[config.mk]
export PLATFORM = sky130hd
export DESIGN_NAME = longframe_sync
export DESIGN_NICKNAME = d
export VERILOG_FILES = /design/src/rtl/longframe_sync.sv
export SDC_FILE = /design/constraint.sdc
export NUM_CORES = 1
export LEC_CHECK = 0
export CORE_UTILIZATION = 44
export CTS_BUF_LIST = sky130_fd_sc_hd__clkbuf_8 sky130_fd_sc_hd__clkbuf_16
export DETAILED_ROUTE_END_ITERATION = 10
export SYNTH_ARGS = -nofsm -noshare
export SYNTH_HDL_FRONTEND = slang
export SYNTH_SLANG_ARGS = --single-unit
export TNS_END_PERCENT = 1
[constraint.sdc]
create_clock -name clk -period 3.8 [get_ports clk]
set_clock_uncertainty 0.1 [all_clocks]
set_input_delay 0.76 -clock clk [delete_from_list [all_inputs] [get_ports clk]]
set_output_delay 0.76 -clock clk [all_outputs]
set_load 0.05 [all_outputs]
[src/rtl/longframe_sync.sv]
// ---------------------------------------------------------------------------
// longframe_sync
//
// Frame-sync receiver for a long-frame strobe: one pulse of DELAY clocks at
// the start of every PERIOD-clock frame. The block measures the pulse width
// and the spacing of rising edges. It acquires lock after LOCK_CNT
// consecutive good frames, then flywheels a local frame phase counter that
// is never realigned while locked. Lock is dropped after MISS_CNT
// consecutive bad frames.
//
// Ports
//   clk         : clock, all logic on posedge
//   rst         : synchronous, active-high reset
//   strb        : long-frame strobe, synchronous to clk
//   locked      : high while the receiver is locked
//   frame_start : one-cycle pulse when phase == 0 while locked
//   phase       : frame position 0..PERIOD-1 (0 = cycle after a sampled rise)
//   width_err   : one-cycle pulse when a measured pulse width != DELAY
//   period_err  : one-cycle pulse on a mistimed or missing rising edge
// ---------------------------------------------------------------------------
module longframe_sync #(
    parameter int DELAY    = 8,
    parameter int PERIOD   = 256,
    parameter int LOCK_CNT = 3,
    parameter int MISS_CNT = 2
) (
    input  logic       clk,
    input  logic       rst,
    input  logic       strb,
    output logic       locked,
    output logic       frame_start,
    output logic [7:0] phase,
    output logic       width_err,
    output logic       period_err
);

    localparam logic [7:0]  PERIOD_M1 = 8'(PERIOD - 1);
    localparam logic [7:0]  DELAY_W   = 8'(DELAY);
    localparam logic [15:0] LOCK_W    = 16'(LOCK_CNT);
    localparam logic [15:0] MISS_W    = 16'(MISS_CNT);

    typedef enum logic [1:0] {
        ST_HUNT   = 2'd0,
        ST_CHECK  = 2'd1,
        ST_LOCKED = 2'd2
    } state_t;

    state_t      state_r;
    state_t      state_nxt_s;
    logic        prev_r;
    logic [7:0]  wcnt_r;
    logic        width_ok_r;
    logic [7:0]  phase_r;
    logic [7:0]  phase_nxt_s;
    logic [15:0] good_r;
    logic [15:0] good_nxt_s;
    logic [15:0] miss_r;
    logic [15:0] miss_nxt_s;
    logic        perr_nxt_s;
    logic        locked_r;
    logic        frame_start_r;
    logic        width_err_r;
    logic        period_err_r;

    logic        rise_s;
    logic        fall_s;
    logic        at_end_s;
    logic        good_rise_s;

    // Edge detection against the previous sample; the frame-end test and the
    // good-frame qualifier use the width verdict of the preceding pulse.
    always_comb begin
        rise_s      = strb & ~prev_r;
        fall_s      = ~strb & prev_r;
        at_end_s    = (phase_r == PERIOD_M1);
        good_rise_s = rise_s & at_end_s & width_ok_r;
    end

    // Pulse width measurement: counts high samples including the rising one,
    // so a pulse of DELAY clocks reads exactly DELAY at the falling sample.
    always_ff @(posedge clk) begin
        if (rst) begin
            prev_r      <= 1'b0;
            wcnt_r      <= 8'd0;
            width_ok_r  <= 1'b0;
            width_err_r <= 1'b0;
        end else begin
            prev_r      <= strb;
            width_err_r <= fall_s & (wcnt_r != DELAY_W);
            if (rise_s) begin
                wcnt_r     <= 8'd1;
                width_ok_r <= 1'b0;
            end else if (fall_s) begin
                wcnt_r     <= wcnt_r;
                width_ok_r <= (wcnt_r == DELAY_W);
            end else if (strb) begin
                wcnt_r     <= (wcnt_r == 8'hFF) ? wcnt_r : (wcnt_r + 8'd1);
                width_ok_r <= width_ok_r;
            end else begin
                wcnt_r     <= wcnt_r;
                width_ok_r <= width_ok_r;
            end
        end
    end

    // Acquisition / flywheel decisions for the next cycle.
    always_comb begin
        state_nxt_s = state_r;
        phase_nxt_s = phase_r;
        good_nxt_s  = good_r;
        miss_nxt_s  = miss_r;
        perr_nxt_s  = 1'b0;
        case (state_r)
            ST_HUNT: begin
                phase_nxt_s = 8'd0;
                good_nxt_s  = 16'd0;
                miss_nxt_s  = 16'd0;
                if (rise_s) begin
                    state_nxt_s = ST_CHECK;
                end else begin
                    state_nxt_s = ST_HUNT;
                end
            end
            ST_CHECK: begin
                if (rise_s) begin
                    phase_nxt_s = 8'd0;
                    if (good_rise_s) begin
                        good_nxt_s = good_r + 16'd1;
                        if ((good_r + 16'd1) == LOCK_W) begin
                            state_nxt_s = ST_LOCKED;
                            miss_nxt_s  = 16'd0;
                        end else begin
                            state_nxt_s = ST_CHECK;
                        end
                    end else begin
                        // Only a timing fault is reported; a width-only
                        // failure just restarts the good-frame count.
                        good_nxt_s  = 16'd0;
                        perr_nxt_s  = ~at_end_s;
                        state_nxt_s = ST_CHECK;
                    end
                end else if (at_end_s) begin
                    perr_nxt_s  = 1'b1;
                    state_nxt_s = ST_HUNT;
                    phase_nxt_s = 8'd0;
                    good_nxt_s  = 16'd0;
                end else begin
                    phase_nxt_s = phase_r + 8'd1;
                    state_nxt_s = ST_CHECK;
                end
            end
            ST_LOCKED: begin
                // Free-running phase; a stray rise never realigns it.
                phase_nxt_s = at_end_s ? 8'd0 : (phase_r + 8'd1);
                if (at_end_s) begin
                    if (good_rise_s) begin
                        miss_nxt_s = 16'd0;
                    end else begin
                        miss_nxt_s = miss_r + 16'd1;
                        perr_nxt_s = ~rise_s;
                    end
                end else if (rise_s) begin
                    miss_nxt_s = miss_r + 16'd1;
                    perr_nxt_s = 1'b1;
                end else begin
                    miss_nxt_s = miss_r;
                end
                if (miss_nxt_s >= MISS_W) begin
                    state_nxt_s = ST_HUNT;
                    phase_nxt_s = 8'd0;
                    miss_nxt_s  = 16'd0;
                    good_nxt_s  = 16'd0;
                end else begin
                    state_nxt_s = ST_LOCKED;
                end
            end
            default: begin
                state_nxt_s = ST_HUNT;
                phase_nxt_s = 8'd0;
                good_nxt_s  = 16'd0;
                miss_nxt_s  = 16'd0;
            end
        endcase
    end

    // State and registered outputs; outputs are derived from next-state so
    // they line up with the phase value they describe.
    always_ff @(posedge clk) begin
        if (rst) begin
            state_r       <= ST_HUNT;
            phase_r       <= 8'd0;
            good_r        <= 16'd0;
            miss_r        <= 16'd0;
            locked_r      <= 1'b0;
            frame_start_r <= 1'b0;
            period_err_r  <= 1'b0;
        end else begin
            state_r       <= state_nxt_s;
            phase_r       <= phase_nxt_s;
            good_r        <= good_nxt_s;
            miss_r        <= miss_nxt_s;
            locked_r      <= (state_nxt_s == ST_LOCKED);
            frame_start_r <= (state_nxt_s == ST_LOCKED) && (phase_nxt_s == 8'd0);
            period_err_r  <= perr_nxt_s;
        end
    end

    assign locked      = locked_r;
    assign frame_start = frame_start_r;
    assign phase       = phase_r;
    assign width_err   = width_err_r;
    assign period_err  = period_err_r;

endmodule

Yosys cells after proc, flatten, opt, wreduce, memory -nomap -nowiden
Index checks and enable logic that the tools add are counted.
Widths: inputs -> output; s select.

word-level totals
  register bits = 56
  logic and storage cells = 88

operators by class
  reductions and logical operators = 9
  $add $sub $neg = 4
  equal/unequal tests = 15
  $lt $le $gt $ge = 1
  mux-type cells = 36
  bitwise gates (word level) = 11

operators with widths
  operator               count
  $mux 16                12
  $pmux 16 s2            2
  $add 16x1->16 const B  2
  $mux 8                 3
  $add 8x1->8 const B    2
  $eq 16x2->1 const B    1
  $eq 8x8->1 const B     2
  $ge 16x2->1 const B    1
  $pmux 8 s2             1
  $mux 1                 12
  $ne 2x2->1 const B     6
  $reduce_and 3->1       3
  $eq 8x4->1 const B     1
  $logic_not 8->1        1
  $mux 2                 4
  $ne 8x4->1 const B     1
  $not 1->1              6
  $pmux 2 s3             1
  $and 1x1->1            5
  $eq 2x2->1 const B     2
  $ne 3x3->1 const B     1
  $eq 2x1->1 const B     1
  $logic_not 2->1        1
  $pmux 1 s2             1
  4 further kinds        4

Longest topological paths before layout
Gate-level depths: netlist of run 1.

  depth in word-level cells = 12
  depth in mapped cells = 11
  gate-level depth less buffers = 9

Worst setup path before layout of run 1
No wires, ideal clock.

  path type = flip-flop to flip-flop
  start point = register phase_r[0] (netlist: phase[0])
  end point = register miss_r[10]
  path slack = 0.804 ns
  path buffers = 1
  stages on the path, launching flop included = 10
  data arrival time = 2.781 ns
  library setup time = 0.115 ns
  cell sequence = dfxtp_1 > ha_1 > nand4_2 > nor4_2 > nand3_1 > or4_1 > o31ai_1 > nor2_1 > clkbuf_1 > and2_1

between the ends
  longest elaborated chain between the ends = 9

ends and longest elaborated chain
  item                      RTL line  RTL
  start, declared           53        logic [7:0] phase_r;
  start signal, assigned    199       phase_r <= phase_nxt_s;
  $eq 8x8->1 *              75        at_end_s = (phase_r == PERIOD_M1);
  $and 1x1->1 (2 in a row)  76        good_rise_s = rise_s & at_end_s & width_ok_r;
  $mux 16                   156       if (good_rise_s) begin
  $mux 16                   155       if (at_end_s) begin
  $mux 16                   113       case (state_r)
  $ge 16x2->1               168       if (miss_nxt_s >= MISS_W) begin
  $mux 16                   168
  $pmux 16 s2               113
  end signal, assigned      201       miss_r <= miss_nxt_s;
  end, declared             57        logic [15:0] miss_r;

Mark *: on every way between the ends. The rest lies on a longest branch, timed or not. The select of a mux whose other input is x is not followed.
A chain may end at the register's enable or synchronous reset.

Worst setup path after layout of run 1
  start point = input strb
  end point = register good_r[1]

between the ends
  longest elaborated chain between the ends = 9

ends and longest elaborated chain
  item                               RTL line  RTL
  start, declared                    29        input logic strb,
  $and 1x1->1 *                      73        rise_s = strb & ~prev_r;
  $and 1x1->1 (2 in a row)           76
  $mux 16                            156
  $mux 16                            155
  $mux 16                            113
  $ge 16x2->1                        168
  $ne 2x2->1 (no source line)        n/a
  $reduce_and 2->1 (no source line)  n/a
  end signal, assigned               200       good_r <= good_nxt_s;
  end, declared                      55        logic [15:0] good_r;

Marks and branches as above.

==> results of run 1 <==
-- metal layers --
metal	routed length, um	share of wire
met1	3700	0.52
met2	3000	0.43
met3	245	0.035
met4	111	0.016
met5	0	0
-- path summary, 6_finish.rpt --
check              from          to  slack [ns]
max                strb   good_r[1]        0.60
min          good_r[15]  good_r[15]        0.41
max reg2reg   good_r[0]   miss_r[6]        0.65
min reg2reg  good_r[15]  good_r[15]        0.41
-- synth_stat cells (3+ instances only) --
library cell	n	share of area
inv_1	11	0.013
nor4_2	3	0.012
nor2_1	46	0.055
or3b_2	3	0.0083
nand2_1	27	0.032
ha_1	10	0.040
or4_1	6	0.014
mux2i_1	4	0.013
nand3_1	19	0.030
or2_2	3	0.0059
nor3_1	8	0.013
clkbuf_1	8	0.0095
a211oi_1	6	0.014
o21ai_0	23	0.036
nor2b_1	5	0.0099
nand4_1	11	0.022
o21a_1	3	0.0071
or3_1	9	0.018
buf_2	4	0.0063
nor4_1	5	0.0099
a21oi_1	24	0.038
dfxtp_1	56	0.36
a31oi_1	7	0.014
and2_1	16	0.032
and3_1	11	0.022
xnor2_1	12	0.033
a31o_1	3	0.0083
xor2_1	11	0.031
and4_1	6	0.017
-- layout make-up --
| type | count | area (um2) |
|---|---|---|
| Inverter | 11 | 41.3 |
| Clock buffer | 6 | 82.6 |
| Tap cell | 96 | 120 |
| Multi-Input combinational cell | 306 | 1920 |
| Fill cell | 677 | 3390 |
| Sequential cell | 56 | 1120 |
| Timing Repair Buffer | 21 | 193 |
| Clock inverter | 2 | 7.51 |
-- stage by stage --
step | instances | hold slack (ns)
2_1_floorplan | 389 | 0.371
3_3_place_gp | 490 | 0.377
3_5_place_dp | 490 | 0.398
4_1_cts | 498 | 0.414
5_1_grt | 498 | 0.430
6_report | 498 | 0.409
-- where the power goes --
group	leakage, uW	internal (uW)	switching (uW)
clock	0.0000538	144	188
combinational	0.000707	18.3	36.1
sequential	0.000452	590	3.36
total	0.00121	753	228
-- worst max-delay path, stage by stage --
cell	delay, ns
clkdlybuf4s50_1	0.45
nand2b_1	0.28
o21a_1	0.36
nand2_1	0.11
a21o_1	0.18
a31o_1	0.22
a31o_1	0.30
buf_4	0.19
or3_1	0.34
a21oi_1	0.14
-- flip-flops by register name, summed over array words and instances, names as in the netlist --
name         flops
width_ok_r       1
locked           1
wcnt_r           8
frame_start      1
state_r          2
prev_r           1
good_r          16
period_err       1
phase            8
width_err        1
miss_r          16
-- placed cells by master, fill, tap and decap left out, drive strengths merged, types with 10 or more instances in the layout --
cell           netlist  final
a21oi               24     24
and2                17     17
and3                11     11
clkdlybuf4s50        0     14
dfxtp               56     56
ha                  10     10
inv                 11     13
nand2               27     27
nand3               21     21
nand4               12     12
nor2                46     46
o21ai               24     24
xnor2               12     12
xor2                11     11
-- kinds of logic (layout without fill, tap and decap cells) --
logic type      Yosys count  count (layout)  share of synthesized area
simple gates            189             189                      0.335
mux                       4               4                     0.0127
xor+xnor                 23              23                     0.0638
flops                    56              56                      0.355
compound gates           80              80                      0.156
buf+inv                  27              40                     0.0377
fa+ha+maj                10              10                     0.0396
==> results.json, run 1 <==
{
  "synth-seq-cells": 56,
  "cts-root-buf": "clkbuf_8",
  "critPathRequiredTime_ns": 3.94,
  "drt_iter0_drc": 162,
  "clock_latency_ns": 0.31,
  "layout_setup_ws_ns": 0.595,
  "cp-start-kind": "primary input",
  "grt-busiest-layer": "met2",
  "synth_flop_cell": "dfxtp_1",
  "place_ws_ns": 0.319,
  "antenna_found_initial": 0,
  "fp.dieH_um": 86.7,
  "overflow": 0,
  "viasPerCell": 5.53,
  "cts_buffers": 5,
  "fin_crit_sh": 0.843,
  "yosys_warnings": 0,
  "syn_nets": 402,
  "portBuffers": 14,
  "synth_area_per_cell_um2": 8.12,
  "area_growth_pct": 10.3,
  "grt_pass1_vias": 2460,
  "synth_edf_count": 0,
  "utilization": 0.507,
  "setup_viol": 0,
  "synth_cells": 389,
  "grt_util_met3": 0.0324,
  "synth_area_um2": 3160,
  "drv_cap": 0,
  "timing_hold_violations_final": 0,
  "global_route.usage.total": 0.204,
  "cts.path.max_buffers": 2,
  "worstHoldPathCells": 2,
  "grt_max_degree": 17,
  "max_freq_mhz": 312,
  "placed_area_um2": 3390,
  "relSlewSlack": 0.494,
  "initial_core_util": 0.460,
  "vdd_ir_drop_max_uv": 165,
  "cp_max_fo": 9,
  "grtUsageMet2": 0.300,
  "r2r_cells": 8,
  "final_nets": 414,
  "ios": 15,
  "yosysSeqAreaShare": 0.355,
  "drc": 0,
  "die_w_um": 86.7,
  "hpwl_um": 5090,
  "num_vias": 2756,
  "post-route-cell-area_um2": 3480,
  "fin_crit_ns": 3.20,
  "tightest_slew_ns": 0.756,
  "tritoncts": "done",
  "powerDensity_nw_per_um2": 282,
  "cts-htree-levels": 2,
  "clk_pin_slew_ns": 0.10,
  "gp_congestion": 0.829,
  "power_uw": 980,
  "num_rows": 30,
  "drive_above_1_share": 0.0721,
  "drt-total-wl_um": 7060,
  "postCtsSetupBuffers": 0,
  "status": "completed",
  "drv_slew": 0,
  "yosysUniqueCellTypes": 54,
  "drt_pass1_iterations": 4,
  "cts_hold_buf": 0,
  "clkSinkCount": 56,
  "diodes": 0,
  "wire_per_inst_um": 14.2,
  "grt_pass1_wl_um": 12100,
  "die_area_um2": 7520,
  "path_class": "in -> reg",
  "setup_tns_ns": 0,
  "synthArstFlopShare": 0,
  "leakagePower_uw": 0.00121,
  "core_area_um2": 6870,
  "rsz0062_at_grt": "no",
  "ctsResizeCount": 0,
  "critPathArrivalTime_ns": 3.35,
  "grt.met1_usage": 0.299,
  "endpoint_kind": "flip-flop",
  "ant_nets": 0,
  "hold_class": "reg -> reg"
}
No activity file was read; power rests on OpenSTA's default activity.
==> run 2, diff against run 1 <==
clock period = 2.7 ns   (was 3.8 ns; I/O delays follow)
==> run 2 against run 1 <==
Effect of this change:
- first-iteration DRC count decreased by 31%
- cell area increased by 15%
- final cell count increased by 9.4%
- critical path type is now reg -> reg
- via count increased by 8.6%
- register-to-register slack got worse by 0.60 ns
==> results.json, run 2 (synthesis gave the netlist of run 1 again) <==
{
  "global_route.usage.total": 0.216,
  "clk_pin_slew_ns": 0.11,
  "cp-start-kind": "flip-flop",
  "cp_max_fo": 5,
  "gp_congestion": 0.911,
  "wire_per_inst_um": 14.2,
  "ff_latch_area_um2": 1140,
  "leakagePower_uw": 0.00149,
  "relSlewSlack": 0.664,
  "num_vias": 2993,
  "final_common_cell": "buf_4",
  "max_freq_mhz": 377,
  "grt_pass1_vias": 2734,
  "grt_max_degree": 18,
  "finalNonFillerCells": 545,
  "path_class": "reg -> reg",
  "status": "completed",
  "drc": 0,
  "ios": 15,
  "vdd_ir_drop_max_uv": 242,
  "drv_slew": 0,
  "cts.path.max_buffers": 2,
  "reg_top3": "good_r x16, miss_r x16",
  "grt_pass1_wl_um": 12900,
  "clkSinkCount": 56,
  "clock_latency_ns": 0.32,
  "critPathRequiredTime_ns": 2.85,
  "fin_crit_ns": 2.65,
  "drive_above_1_share": 0.241,
  "mostFrequentLayoutCells": "buf_4, dfxtp_1, nor2_1",
  "critPathArrivalTime_ns": 2.80,
  "place_inst": 533,
  "multi_input_area_um2": 2060,
  "powerDensity_nw_per_um2": 350,
  "drt-total-wl_um": 7720,
  "viasPerCell": 5.49,
  "hpwl_um": 5640,
  "fill_cells": 673,
  "cts-htree-levels": 2,
  "fp.dieH_um": 86.7,
  "cts_buffers": 5,
  "num_rows": 30,
  "die_area_um2": 7520,
  "drt_pass1_iterations": 4,
  "timing.hold.ws_ns": 0.415,
  "tritoncts": "done",
  "drt_iter0_drc": 112,
  "diodes": 0,
  "portBuffers": 14,
  "overflow": 0,
  "antenna_found_initial": 0,
  "core_area_um2": 6870,
  "die_w_um": 86.7,
  "ant_nets": 0,
  "drv_cap": 0,
  "final_nets": 461,
  "initial_core_util": 0.460,
  "rsz0062_at_grt": "yes",
  "setup_viol": 0,
  "area_growth_pct": 26.8,
  "fin_crit_sh": 0.981,
  "tightest_slew_ns": 0.502,
  "timing_hold_violations_final": 0,
  "endpoint_kind": "flip-flop",
  "hold_class": "reg -> reg",
  "cts-root-buf": "clkbuf_8"
}
[run 2: final cells by class]
| class | count | share of cell area |
|---|---|---|
| multi-input cells | 306 | 0.516 |
| flip-flops and latches | 56 | 0.285 |
| repair buffers | 68 | 0.137 |
| well taps | 96 | 0.0300 |
| clock buffers | 5 | 0.0172 |
| inverters | 11 | 0.0103 |
| clock inverters | 3 | 0.00469 |
[run 2: routing by layer]
metal / track usage / routed length (um) / up-vias
li1: - / - / 1527
met1: 0.303 / 3970 / 1416
met2: 0.344 / 3450 / 45
met3: 0.0352 / 233 / 5
met4: 0.0545 / 59 / 0
met5: 0 / 0 / -
[run 2: repair_timing]
item / 4_1_cts / 5_1_grt
hold buffers: 0 / 0
resized for setup: 12 / 22
endpoints found under the setup margin: 38 / 43
buffers inserted: 3 / 1
pin swaps: 4 / 5
[run 2: worst paths after layout]
check | start | to | slack (ns) | depth (start not counted)
max reg2reg | miss_r[1] | good_r[14] | 0.05 | 9
min | miss_r[11] | miss_r[11] | 0.42 | 1
min reg2reg | miss_r[11] | miss_r[11] | 0.42 | 1
max | miss_r[1] | good_r[14] | 0.05 | 9
[run 2: where the power goes]
group / total [uW] / switching [uW] / internal (uW)
Combinational: 98.6 / 57.3 / 41.3
Clock: 471 / 289 / 182
Sequential: 833 / 4.54 / 828
[run 2: critical path, stage by stage (launching register included)]
cell and delay (ns):
dfxtp_2 0.37, ha_4 0.17, nand2_1 0.07, or3_1 0.31, a41o_1 0.24, a31o_1 0.21
a31o_1 0.20, a31o_4 0.27, or4_4 0.51, a21oi_2 0.14
[run 2: stage by stage]
stage               power [uW]  setup WS (ns)  setup TNS, ns  instance area [um2]   util
finish                    1400         0.0502              0                 4000  0.583
floorplan                  905       -0.00955        -0.0955                 3190      -
global route              1460        -0.0534         -0.325                 4000  0.583
detailed placement         943         -0.438         -17.37                 3750  0.545
CTS                       1410         0.0131              0                 3910  0.569
global placement           941         -0.398         -14.26                 3750  0.545
